## config.mk

```make
export PLATFORM = sky130hd
export DESIGN_NAME = timer8_apb
export DESIGN_NICKNAME = d
export VERILOG_FILES = /design/src/rtl/timer8_reg_pkg.sv /design/src/rtl/timer8_prescaler.sv /design/src/rtl/timer8_apb.sv
export SDC_FILE = /design/constraint.sdc
export NUM_CORES = 1
export LEC_CHECK = 0
export ABC_AREA = 1
export BUFFER_PORTS_ARGS = -buffer_cell sky130_fd_sc_hd__buf_2
export CORE_ASPECT_RATIO = 2
export CORE_MARGIN = 2
export CORE_UTILIZATION = 55
export DETAILED_ROUTE_END_ITERATION = 8
export PLACE_DENSITY = 0.77
export SYNTH_ARGS = -nofsm -noshare
export SYNTH_HDL_FRONTEND = slang
export SYNTH_SLANG_ARGS = --single-unit
```

## constraint.sdc

```tcl
create_clock -name pclk -period 3.27 [get_ports pclk]
set_input_delay 0.981 -clock pclk [delete_from_list [all_inputs] [get_ports pclk]]
set_output_delay 0.981 -clock pclk [all_outputs]
set_load 0.1 [all_outputs]
```

## src/rtl/timer8_reg_pkg.sv

```systemverilog
// Register map, field layout and prescaler helper shared by the timer8 APB slave.
// Build option: define TIMER8_PSLVERR_EN to get error responses on reserved/RO accesses.
package timer8_reg_pkg;

    localparam logic [7:0] TDR_ADDR  = 8'h00;
    localparam logic [7:0] TCR_ADDR  = 8'h01;
    localparam logic [7:0] TSR_ADDR  = 8'h02;
    localparam logic [7:0] TIE_ADDR  = 8'h03;
    localparam logic [7:0] TCNT_ADDR = 8'h04;

    localparam int TCR_EN_BIT     = 0;
    localparam int TCR_LOAD_BIT   = 1;
    localparam int TCR_DN_BIT     = 2;
    localparam int TCR_CKS_LSB    = 3;
    localparam int TCR_CKS_MSB    = 4;
    localparam int TCR_DIV_EN_BIT = 5;
    localparam int TCR_W          = 6;

    localparam int TSR_OVF_BIT    = 0;
    localparam int TSR_UDF_BIT    = 1;
    localparam int TIE_OVF_IE_BIT = 0;
    localparam int TIE_UDF_IE_BIT = 1;
    localparam int FLAG_W         = 2;

    typedef enum logic [1:0] {
        CKS_DIV2  = 2'b00,
        CKS_DIV4  = 2'b01,
        CKS_DIV8  = 2'b10,
        CKS_DIV16 = 2'b11
    } cks_e;

    // Field order matches the TCR bit-index constants above (en is bit 0).
    typedef struct packed {
        logic div_en;
        cks_e cks;
        logic dn;
        logic load;
        logic en;
    } tcr_t;

    // Terminal prescaler value (N-1) for each divide setting.
    function automatic logic [3:0] cks_last(cks_e cks);
        logic [3:0] last;
        case (cks)
            CKS_DIV2:  last = 4'd1;
            CKS_DIV4:  last = 4'd3;
            CKS_DIV8:  last = 4'd7;
            default:   last = 4'd15;
        endcase
        return last;
    endfunction

endpackage

```

## src/rtl/timer8_prescaler.sv

```systemverilog
// Count-enable generator: ticks every cycle, or once every N cycles when dividing.
// Held at zero while disabled; restart realigns the period to the current edge.
module timer8_prescaler
    import timer8_reg_pkg::*;
(
    input  logic pclk,
    input  logic presetn,
    input  logic en,
    input  logic div_en,
    input  cks_e cks,
    input  logic restart,
    output logic tick
);

    logic [3:0] cnt_reg;
    logic [3:0] cnt_next;
    logic [3:0] last;

    assign last = cks_last(cks);

    // >= rather than == keeps the counter bounded even if it ever lands past the terminal value.
    assign tick = en & (~div_en | (cnt_reg >= last));

    always_comb begin
        cnt_next = cnt_reg;
        if (!en || restart) begin
            cnt_next = 4'd0;
        end else if (cnt_reg >= last) begin
            cnt_next = 4'd0;
        end else begin
            cnt_next = cnt_reg + 4'd1;
        end
    end

    always_ff @(posedge pclk or negedge presetn) begin
        if (!presetn) begin
            cnt_reg <= 4'd0;
        end else begin
            cnt_reg <= cnt_next;
        end
    end

endmodule

```

## src/rtl/timer8_apb.sv

```systemverilog
// 8-bit up/down timer with APB register interface, sticky wrap flags and registered interrupts.
// Build option: TIMER8_PSLVERR_EN enables pslverr on reserved-address accesses and TCNT writes.
module timer8_apb
    import timer8_reg_pkg::*;
#(
    parameter int ADDR_W = 8
) (
    input  logic              pclk,
    input  logic              presetn,
    input  logic              psel,
    input  logic              penable,
    input  logic              pwrite,
    input  logic [ADDR_W-1:0] paddr,
    input  logic [7:0]        pwdata,
    output logic [7:0]        prdata,
    output logic              pready,
    output logic              pslverr,
    output logic              tmr_ovf,
    output logic              tmr_udf
);

    logic [7:0]        tdr_reg;
    tcr_t              tcr_reg;
    logic [FLAG_W-1:0] ie_reg;
    logic [FLAG_W-1:0] flag_reg;
    logic [FLAG_W-1:0] flag_next;
    logic [FLAG_W-1:0] irq_reg;
    logic [7:0]        cnt_reg;
    logic [7:0]        cnt_next;
    logic [FLAG_W-1:0] set_vec;
    logic [FLAG_W-1:0] clr_vec;

    logic acc;
    logic wr;
    logic rd;
    logic sel_tdr;
    logic sel_tcr;
    logic sel_tsr;
    logic sel_tie;
    logic sel_tcnt;
    logic wr_tdr;
    logic wr_tcr;
    logic wr_tsr;
    logic wr_tie;
    tcr_t tcr_wdata;
    logic restart;
    logic tick;

    assign acc = psel & penable;
    assign wr  = acc & pwrite;
    assign rd  = acc & ~pwrite;

    assign sel_tdr  = (paddr == ADDR_W'(TDR_ADDR));
    assign sel_tcr  = (paddr == ADDR_W'(TCR_ADDR));
    assign sel_tsr  = (paddr == ADDR_W'(TSR_ADDR));
    assign sel_tie  = (paddr == ADDR_W'(TIE_ADDR));
    assign sel_tcnt = (paddr == ADDR_W'(TCNT_ADDR));

    assign wr_tdr = wr & sel_tdr;
    assign wr_tcr = wr & sel_tcr;
    assign wr_tsr = wr & sel_tsr;
    assign wr_tie = wr & sel_tie;

    assign tcr_wdata = tcr_t'(pwdata[TCR_W-1:0]);

    // Only timing-relevant fields realign the prescaler; toggling load or dn does not.
    assign restart = wr_tcr & ((tcr_wdata.en     != tcr_reg.en)  ||
                               (tcr_wdata.cks    != tcr_reg.cks) ||
                               (tcr_wdata.div_en != tcr_reg.div_en));

    timer8_prescaler u_prescaler (
        .pclk    (pclk),
        .presetn (presetn),
        .en      (tcr_reg.en),
        .div_en  (tcr_reg.div_en),
        .cks     (tcr_reg.cks),
        .restart (restart),
        .tick    (tick)
    );

    // Load has priority over counting and never raises a flag.
    always_comb begin
        cnt_next = cnt_reg;
        set_vec  = '0;
        if (tcr_reg.load) begin
            cnt_next = tdr_reg;
        end else if (tick) begin
            if (tcr_reg.dn) begin
                cnt_next = cnt_reg - 8'd1;
                set_vec[TSR_UDF_BIT] = (cnt_reg == 8'h00);
            end else begin
                cnt_next = cnt_reg + 8'd1;
                set_vec[TSR_OVF_BIT] = (cnt_reg == 8'hFF);
            end
        end
    end

    assign clr_vec = wr_tsr ? pwdata[FLAG_W-1:0] : '0;

    // A wrap on the same edge as a write-1-to-clear keeps the flag set.
    genvar gi;
    generate
        for (gi = 0; gi < FLAG_W; gi++) begin : g_flag
            assign flag_next[gi] = set_vec[gi] | (flag_reg[gi] & ~clr_vec[gi]);
        end
    endgenerate

    always_ff @(posedge pclk or negedge presetn) begin
        if (!presetn) begin
            tdr_reg  <= 8'h00;
            tcr_reg  <= '0;
            ie_reg   <= '0;
            cnt_reg  <= 8'h00;
            flag_reg <= '0;
            irq_reg  <= '0;
        end else begin
            if (wr_tdr) begin
                tdr_reg <= pwdata;
            end
            if (wr_tcr) begin
                tcr_reg <= tcr_wdata;
            end
            if (wr_tie) begin
                ie_reg <= pwdata[FLAG_W-1:0];
            end
            cnt_reg  <= cnt_next;
            flag_reg <= flag_next;
            irq_reg  <= flag_reg & ie_reg;
        end
    end

    assign tmr_ovf = irq_reg[TIE_OVF_IE_BIT];
    assign tmr_udf = irq_reg[TIE_UDF_IE_BIT];
    assign pready  = 1'b1;

    always_comb begin
        prdata = 8'h00;
        if (rd) begin
            if (sel_tdr) begin
                prdata = tdr_reg;
            end else if (sel_tcr) begin
                prdata = {{(8 - TCR_W){1'b0}}, tcr_reg};
            end else if (sel_tsr) begin
                prdata = {{(8 - FLAG_W){1'b0}}, flag_reg};
            end else if (sel_tie) begin
                prdata = {{(8 - FLAG_W){1'b0}}, ie_reg};
            end else if (sel_tcnt) begin
                prdata = cnt_reg;
            end
        end
    end

`ifdef TIMER8_PSLVERR_EN
    logic reserved;
    assign reserved = ~(sel_tdr | sel_tcr | sel_tsr | sel_tie | sel_tcnt);
    assign pslverr  = acc & (reserved | (pwrite & sel_tcnt));
`else
    assign pslverr = 1'b0;
`endif

endmodule
```

=== Word-level counts from Yosys, hierarchy flattened ===
Index checks and enable logic that the tools add are counted.

* Register bits after elaboration: 32
* Input bits: 21
* Output and inout port bits: 12
* Word-level logic and storage cells: 69

* $add $sub $neg: 3
* Magnitude comparators: 1
* Equality and inequality tests: 10
* Mux-type cells: 17
* Bitwise operators: 19
* Reductions and logical operators: 8

{| class="wikitable"
|+ Operators by type and width
! operator !! count
|-
| $mux W8 || 9
|-
| $eq A8 B2 Y1 const B || 2
|-
| $logic_not A8 Y1 || 2
|-
| $pmux W4 S3 || 1
|-
| $and A1 B1 Y1 || 11
|-
| $add A8 B1 Y8 const B || 1
|-
| $eq A8 B1 Y1 const B || 1
|-
| $eq A8 B3 Y1 const B || 1
|-
| $eq A8 B8 Y1 const B || 1
|-
| $mux W4 || 2
|-
| $sub A8 B1 Y8 const B || 1
|-
| $mux W2 || 3
|-
| $add A4 B1 Y4 const B || 1
|-
| $ge A4 B4 Y1 || 1
|-
| $not A1 Y1 || 4
|-
| $logic_or A1 B1 Y1 || 3
|-
| $or A1 B1 Y1 || 3
|-
| $and A2 B2 Y2 || 1
|-
| $eq A2 B1 Y1 const B || 1
|-
| $eq A2 B2 Y1 const B || 1
|-
| $logic_not A2 Y1 || 1
|-
| $mux W1 || 2
|-
| $ne A1 B1 Y1 || 2
|-
| $ne A2 B2 Y1 || 1
|-
| 2 further kinds || 2
|}

=== Depth between registers and ports, before layout ===
Gate-level depths: netlist (run 1).

* Depth in word-level cells: 8
* Depth in mapped cells: 11
* Gate-level depth less buffers: 11

=== By module ===
From an unflattened synthesis (run 1), not the netlist that was laid out.

* Cell total of the unflattened synthesis: 295
* Area, all modules: 2311.0 um^2

{| class="wikitable"
|+ Modules (own cells, without submodules)
! module !! times used !! cells each !! area each (um^2) !! seq. area each (um^2)
|-
| timer8_apb || 1 || 260 || 2028.2 || 700.7
|-
| timer8_prescaler || 1 || 35 || 282.8 || 100.1
|}

=== Worst setup path before layout (run 1) ===
Ideal clock, no wire load.

* Kind: input-to-output
* Start: in paddr[2]
* End: out prdata[2]
* Arrival time: 3.156 ns
* Data required time: 2.289 ns
* Setup slack: -0.867 ns
* Stages: 5
* Buffers on the path: 0
* Cell sequence: nor2_4 -> nand3_2 -> nor2_4 -> nand2_1 -> a31oi_1

* Longest elaborated chain between the ends: 7

{| class="wikitable"
|+ RTL lines
! item !! line !! source
|-
| from (decl) || timer8_apb.sv:13 || <nowiki>input logic [ADDR_W-1:0] paddr,</nowiki>
|-
| $eq A8 B3 Y1 || timer8_apb.sv:57 || <nowiki>assign sel_tcnt = (paddr == ADDR_W'(TCNT_ADDR));</nowiki>
|-
| $mux W8 || timer8_apb.sv:147 || <nowiki>end else if (sel_tcnt) begin</nowiki>
|-
| $mux W8 || timer8_apb.sv:145 || <nowiki>end else if (sel_tie) begin</nowiki>
|-
| $mux W8 || timer8_apb.sv:143 || <nowiki>end else if (sel_tsr) begin</nowiki>
|-
| $mux W8 || timer8_apb.sv:141 || <nowiki>end else if (sel_tcr) begin</nowiki>
|-
| $mux W8 (*) || timer8_apb.sv:139 || <nowiki>if (sel_tdr) begin</nowiki>
|-
| $mux W8 (*) || timer8_apb.sv:138 || <nowiki>if (rd) begin</nowiki>
|-
| to (decl) || timer8_apb.sv:15 || <nowiki>output logic [7:0] prdata,</nowiki>
|}

Every way passes the cells marked *; elsewhere a longest branch is shown, timed or not.

=== Final worst setup path (run 1) ===
* Start: in paddr[2]
* End: out prdata[0]

The elaborated chain is that of the path after synthesis.

==> run summary, run 1 <==
Max-Cap Viols - 0
CTS tree - done
Hold Crit Class - flop to flop
Worst Max-Slew Pin Slew - 0.729 ns
core area - 4050 um2
endpoints failing setup - 0
YS warnings - 0
drt first pass iters - 4
# DRC - 0
Fin Setup TNS - 0 ns
Critical Path Sink Type - output port
slowest CP cell - nor2_4
synth top area cells - dfrtp_1 (35%), nand2_1 (15%), nand3_1 (6.8%)
worst skew pair latency - 0.28 ns
area of the multi-input gates - 1310 um2
Post-synth EDFFs - 0
Hold Buf Count CTS - 0
worst clock skew - 0.00776 ns
Seq cells post-synth - 32
antenna violations before repair - 0
vias in the first global route - 2086
share of cells above drive strength 1 - 26.5%
Post-Syn Area per Cell - 7.38 um2
CTS buffer count - 5
Min Clock Period, post-route - 3.17 ns
fin crit share - 96.9%
IO Count - 33
Routability Congestion - 0.868
Async S/R FF share, synth - 100%
Slew Limit Headroom - 51.4%
Die Y - 94.9 um
nets - 376
area leader, netlist - dfrtp_1
RSZ-0062 raised after global routing - no
power share of the sequential group - 51.2%
Routed Antenna Nets - 0
switching part of the total power - 29.2%
total area of sequential cells - 801 um2
outcome - complete, no violations
DRT iter0 DRCs - 50
H-tree depth - 2
Synth Cell Area - 2270 um2
Overflow after GRT - 0
Cell variety after synth - 34
worst-path fanout max - 7
top-area cell type share of the netlist area - 35.2%
dpl hpwl - 4.54 mm
CP Class - primary input to output port
first-pass GRT wire length - 9.45 mm
count of final hold-check violations - 0
final wirelength - 5.80 mm
Max stage delay on crit path - 0.24 ns
switching power - 242 uW
sequential share of the synthesized area - 35.2%
Lkg Pwr - 0.00140 uW
CTS Sinks - 32
pin count of the biggest net entering global routing - 33
Clock Tree Buf Depth - 2
Clock Power Share - 35.3%
Peak Freq - 316 MHz
area added between synthesis and finish - 21.1%
CP startpoint kind - primary input
CP dominant cell by count - nor2_4
vias - 2110
die extent in x - 49.5 um
Pint - 587 uW
Peak VDD IR - 323 uV
crit-path cells - buf_2, nor2_4, nand3_2, nor2_4, nand2_1, nand2_1, nor2_1, nor2_4, buf_12
Clk pin slew, worst setup/hold paths - 0.07 ns
Slew Viols, Final - 0
pwr/cell area - 301 nW/um2
dominant synthesized flop cell - dfrtp_1
site row count - 33
Syn Nets - 340
Comb pwr share - 13.5%
Initial Util - 56.2%
PortBufs - 30
ANT cells - 0
Vias per Instance - 5.33
Cells after Synth - 308
required time of the worst setup path - 2.29 ns
fin util - 68.0%
Routed wire per std cell - 14.6 um
Die Footprint - 4690 um2
crit path DAT - 2.19 ns
CTS root buf - clkbuf_8
fill count - 363
GR Util All Layers - 26.6%
==> critical path: cells and delay by family <==
kind / cells / cell delay [ns]
simple gates: 7 / 0.90
buf+inv: 2 / 0.30
==> power groups by stage <==
stage                     logic [uW]  clock network (uW)  registers (uW)
final                            111                 292             424
after global routing             125                 313             426
after detailed placement         109                   0             431
after global placement           106                   0             432
after floorplan                 70.6                   0             427
after CTS                        111                 296             424
==> through the flow <==
| step | instances | power, uW | cell area (um2) | worst slack (ns) | hold slack [ns] |
|---|---|---|---|---|---|
| detailed placement | 386 | 540 | 2640 | 0.0732 | 0.479 |
| floorplan | 308 | 498 | 2340 | 0.0435 | 0.454 |
| finish | 396 | 828 | 2750 | 0.101 | 0.494 |
| global route | 396 | 864 | 2750 | 0.0103 | 0.521 |
| CTS | 393 | 831 | 2730 | 0.0693 | 0.496 |
| global placement | 386 | 538 | 2640 | 0.104 | 0.472 |
==> layer usage <==
metal	up-vias	GRT usage [%]	share of wire [%]	wire length [um]
met5	-	0	0	0
met4	0	15.3	4.7	273
met3	23	3.32	3.3	191
met2	65	49.9	56	3270
met1	971	27.8	36	2060
li1	1051	-	-	-
==> synth_stat cells, types with 6 or more instances <==
library cell	count
dfrtp_1	32
o21ai_2	10
ha_1	10
nand2_2	10
inv_1	41
inv_2	6
a21oi_1	8
nand3_1	31
nor2_1	10
xnor2_1	6
nand4_1	7
nand2_1	91
==> repair_timing <==
action	4_1_cts	5_1_grt
resized for setup	0	2
setup endpoints to repair	0	4
setup buffers	0	2
==> final timing paths <==
| check | start | slack (ns) | end | cells after the start |
|---|---|---|---|---|
| max | paddr[2] | 0.10 | prdata[0] | 9 |
| min | tdr_reg[4] | 0.49 | tdr_reg[4] | 2 |
| max reg2reg | tcr_reg[2] | 1.26 | cnt_reg[4] | 9 |
| min reg2reg | tdr_reg[4] | 0.49 | tdr_reg[4] | 2 |
| max in group asynchronous | presetn | 2.04 | cnt_reg[2] | 1 |
| min in group asynchronous | presetn | 0.75 | cnt_reg[7] | 1 |
==> layout make-up <==
type                    instances  area share, %
flip-flops and latches         32           29.1
clock inverters                 2          0.455
repair buffers                 35           11.2
clock buffers                   5           2.50
well taps                      52           2.36
multi-input cells             223           47.7
inverters                      47           6.68
==> cell families after synthesis <==
family	count (synthesis)	share of synthesized area (%)
simple gates	170	35.9
buf+inv	54	10.3
flops	32	35.2
compound gates	31	8.76
fa+ha+maj	11	6.39
xor+xnor	8	3.08
other cells	2	0.331
==> cells in the final DEF, fill, tap and decap left out <==
master,n
a31oi_4,1
a21oi_1,5
buf_2,22
xor2_1,2
clkinvlp_4,3
and2_1,1
o21ai_0,5
xnor2_1,6
nand3_1,31
nor2_4,5
clkbuf_8,5
a22oi_1,1
inv_1,39
nor2_1,6
inv_2,6
dfrtp_1,32
nor2_8,1
nand2_4,2
nor3_1,2
nor2_2,8
o21ai_2,10
nand2_1,91
nand4_1,7
fa_1,1
buf_4,5
nor4_1,2
a21oi_4,3
buf_12,8
nand3_2,1
conb_1,2
o31ai_1,1
ha_1,10
clkinv_2,1
nand3b_1,3
o21ai_1,5
nand2_2,10
and3_1,1
Note: power is estimated with default switching activity, not from simulation.
==> run 2, diff against run 1 <==
- ABC_AREA: 1 -> not set
- PLACE_DENSITY: 0.77 -> 0.78
- clock period: 3.27 -> 3.3 ns (I/O delays scaled with it)
==> run 2 against run 1 <==
  * The run now ends with setup timing left
  * Largest cell class unchanged
  * Critical path type unchanged
  * Count of clock-buffer cells in the layout rose by 1
  * Power fell by 3.4%
  * Synthesized cell count fell by 31%
==> run summary, run 2 <==
nets - 282 (-25%)
CP startpoint kind - primary input
Slew Limit Headroom - 54.1% (+2.7 points)
GR Util All Layers - 25.5% (-1.1 points)
vias in the first global route - 1769 (-15%)
worst skew pair latency - 0.28 ns (about the same)
Worst Setup SP - paddr[7]
Fin Setup TNS - -2.76 ns (-2.76 ns)
Lkg Pwr - 0.00129 uW (-7.5%)
Vias per Instance - 5.88 (+10%)
share of cells above drive strength 1 - 34.0% (+7.5 points)
final wirelength - 4.98 mm (-14%)
finished layout cell area - 2700 um2 (-1.9%)
vias - 1769 (-16%)
Cell variety after synth - 49 (+44%)
# DRC - 0 (unchanged)
failing checks - setup timing
site row count - 32 (-3.0%)
IO Count - 33 (unchanged)
worst clock skew - 0.00551 ns (-0.00225 ns)
pwr/cell area - 297 nW/um2 (-1.5%)
synth top area cells - dfrtp_1 (38%), mux2_2 (10%), ha_1 (5.9%)
dominant synthesized flop cell - dfrtp_1
core area - 3760 um2 (-7.0%)
Clock Tree Buf Depth - 2 (unchanged)
fin util - 71.7% (+3.7 points)
sequential share of the synthesized area - 37.7% (+2.4 points)
commonest non-fill, non-tap cell in the layout - dfrtp_1
Die Y - 91.9 um (-3.2%)
Worst Max-Slew Pin Slew - 0.688 ns (-0.0408 ns)
Max stage delay on crit path - 0.52 ns (+0.28 ns)
CTS buffer count - 5 (unchanged)
Post-Syn Area per Cell - 10.0 um2 (+36%)
Max-Cap Viols - 0 (unchanged)
pre-CTS setup slack - -0.537 ns (-0.610 ns)
outcome - complete, but fails checks
YS warnings - 0 (unchanged)
area added between synthesis and finish - 27.0%
Peak Freq - 266 MHz
commonest cells after routing, fill and taps aside - dfrtp_1 (32), buf_2 (20), mux2_2 (19)
Overflow after GRT - 0 (unchanged)
top-area cell type share of the netlist area - 37.7% (+2.4 points)
Seq cells post-synth - 32 (unchanged)
final worst setup slack - -0.460 ns (-0.560 ns)
Synth Cell Area - 2120 um2 (-6.5%)
Initial Util - 56.4% (+0.30 points)
PortBufs - 30 (unchanged)
required time of the worst setup path - 2.31 ns (+0.02 ns)
Die Footprint - 4410 um2 (-6.1%)
CP delay by family, top - simple AND/OR/NAND/NOR gates
Slew Viols, Final - 0 (unchanged)
crit path DAT - 2.77 ns (+0.58 ns)
hold wc startpoint - u_prescaler.cnt_reg[0]
Routed wire per std cell - 16.5 um (+13%)
Routability Congestion - 0.842 (-3.1%)
Reg2Reg Launch Point - tcr_reg[3]
CTS root buf - clkbuf_8
endpoints failing setup - 8 (+8)
slowest CP cell - or4_4
DRT iter0 DRCs - 41 (-18%)
pin count of the biggest net entering global routing - 33 (unchanged)
crit-path cells - buf_6, or4_4, or2_4, or3_4, nor4b_4, buf_12
Min Clock Period, post-route - 3.76 ns
Hold Buf Count CTS - 0 (unchanged)
Async S/R FF share, synth - 100% (unchanged)
first-pass GRT wire length - 8.07 mm (-15%)
Routed Antenna Nets - 0 (unchanged)
worst-path fanout max - 3 (-4)
Peak VDD IR - 308 uV (-4.5%)
Critical Path Sink Type - output port
fin crit share - 114%
placed instance area - 2520 um2 (-4.8%)
fill count - 293 (-19%)
CTS tree - done
Cells after Synth - 212 (-31%)
ANT cells - 0 (unchanged)
count of final hold-check violations - 0 (unchanged)
dpl hpwl - 3.78 mm (-17%)
Hold Crit Class - flop to flop
Clk pin slew, worst setup/hold paths - 0.06 ns (about the same)
Synth top cells by count - dfrtp_1 (32), mux2_2 (19), o21ai_0 (14), nor2_1 (13)
drt first pass iters - 4 (unchanged)
H-tree depth - 2 (unchanged)
CTS Sinks - 32 (unchanged)
top-count cell post-synth - dfrtp_1
crit path buf inv count - 2 (unchanged)
Post-synth EDFFs - 0 (unchanged)
antenna violations before repair - 0 (unchanged)
area leader, netlist - dfrtp_1
CP Class - primary input to output port
RSZ-0062 raised after global routing - yes
die extent in x - 47.9 um (-3.0%)
Syn Nets - 244 (-28%)
run 2: changes by cell type after synthesis, moves of 5 or more:
cell	before	now
inv_1	41	6
inv_2	6	0
mux2_2	0	19
mux2i_1	0	8
nand2_1	91	10
nand2_2	10	1
nand3_1	31	6
nand4_1	7	2
nor2_2	5	0
nor2b_1	0	9
nor3_1	2	7
o21ai_0	5	14
o21ai_1	5	0
o21ai_2	10	0
run 2: where the power goes:
group / leakage (uW) / internal (uW) / total, uW / switching (uW)
logic: 0.000812 / 42.1 / 105 / 63.0
registers: 0.000440 / 402 / 419 / 16.8
clock network: 0.0000410 / 143 / 277 / 134
run 2: final cells by class:
class	instances	area [um2]	share of cell area [%]
multi-input combinational	166	1380	51.0
clock buffer	6	72.6	2.69
tap	51	63.8	2.36
sequential	32	801	29.7
clock inverter	1	5.00	0.185
inverter	6	22.5	0.834
timing repair buffer	39	358	13.3
run 2: timing repair:
action / in CTS / in global routing
setup buffers: 1 / 0
gates resized for setup: 12 / 6
pin swaps: 8 / 9
endpoints found under the setup margin: 8 / 8
run 2: stage by stage:
| stage | hold WS [ns] | power [uW] | instances |
|---|---|---|---|
| detailed placement | 0.479 | 525 | 293 |
| CTS | 0.489 | 802 | 301 |
| floorplan | 0.451 | 482 | 212 |
| finish | 0.488 | 800 | 301 |
| global route | 0.514 | 830 | 301 |
| global placement | 0.473 | 521 | 293 |
run 2: logic make-up after synthesis:
| kind of cell | after synthesis | share of synthesized area (%) |
|---|---|---|
| other | 2 | 0.353 |
| XOR/XNOR | 9 | 3.71 |
| buffers and inverters | 14 | 3.24 |
| flip-flops | 32 | 37.7 |
| AO/OA/AOI/OAI | 44 | 13.8 |
| AND/OR/NAND/NOR | 73 | 20.5 |
| adder cells (fa/ha/maj) | 11 | 6.83 |
| multiplexers | 27 | 13.8 |
run 2: final timing paths:
kind                       cells after the start                      to  slack, ns
setup / recovery                               6               prdata[2]      -0.46
hold / removal                                 1  u_prescaler.cnt_reg[0]       0.49
setup reg to reg                               8              cnt_reg[3]       1.03
hold reg to reg                                1  u_prescaler.cnt_reg[0]       0.49
max in group asynchronous                      1              cnt_reg[6]       2.10
min in group asynchronous                      1              cnt_reg[2]       0.75
run 2: routing by layer:
metal | vias up | routed length, um | share of wire [%] | global-route usage [%]
met1 | 857 | 1910 | 38 | 30.6
met3 | 14 | 203 | 4.1 | 4.33
met4 | 0 | 153 | 3.1 | 8.56
met5 | - | 0 | 0 | 0
li1 | 841 | - | - | -
met2 | 57 | 2710 | 54 | 43.1
run 2: worst reg2reg max path, cell delays in order (launching register included):
cell and delay, ns:
dfrtp_1 0.47, nor2_1 0.15, ha_1 0.24, a211oi_1 0.23, nor2_1 0.09, o21ai_0 0.16, buf_4 0.23, mux2_2 0.35
mux2_2 0.25
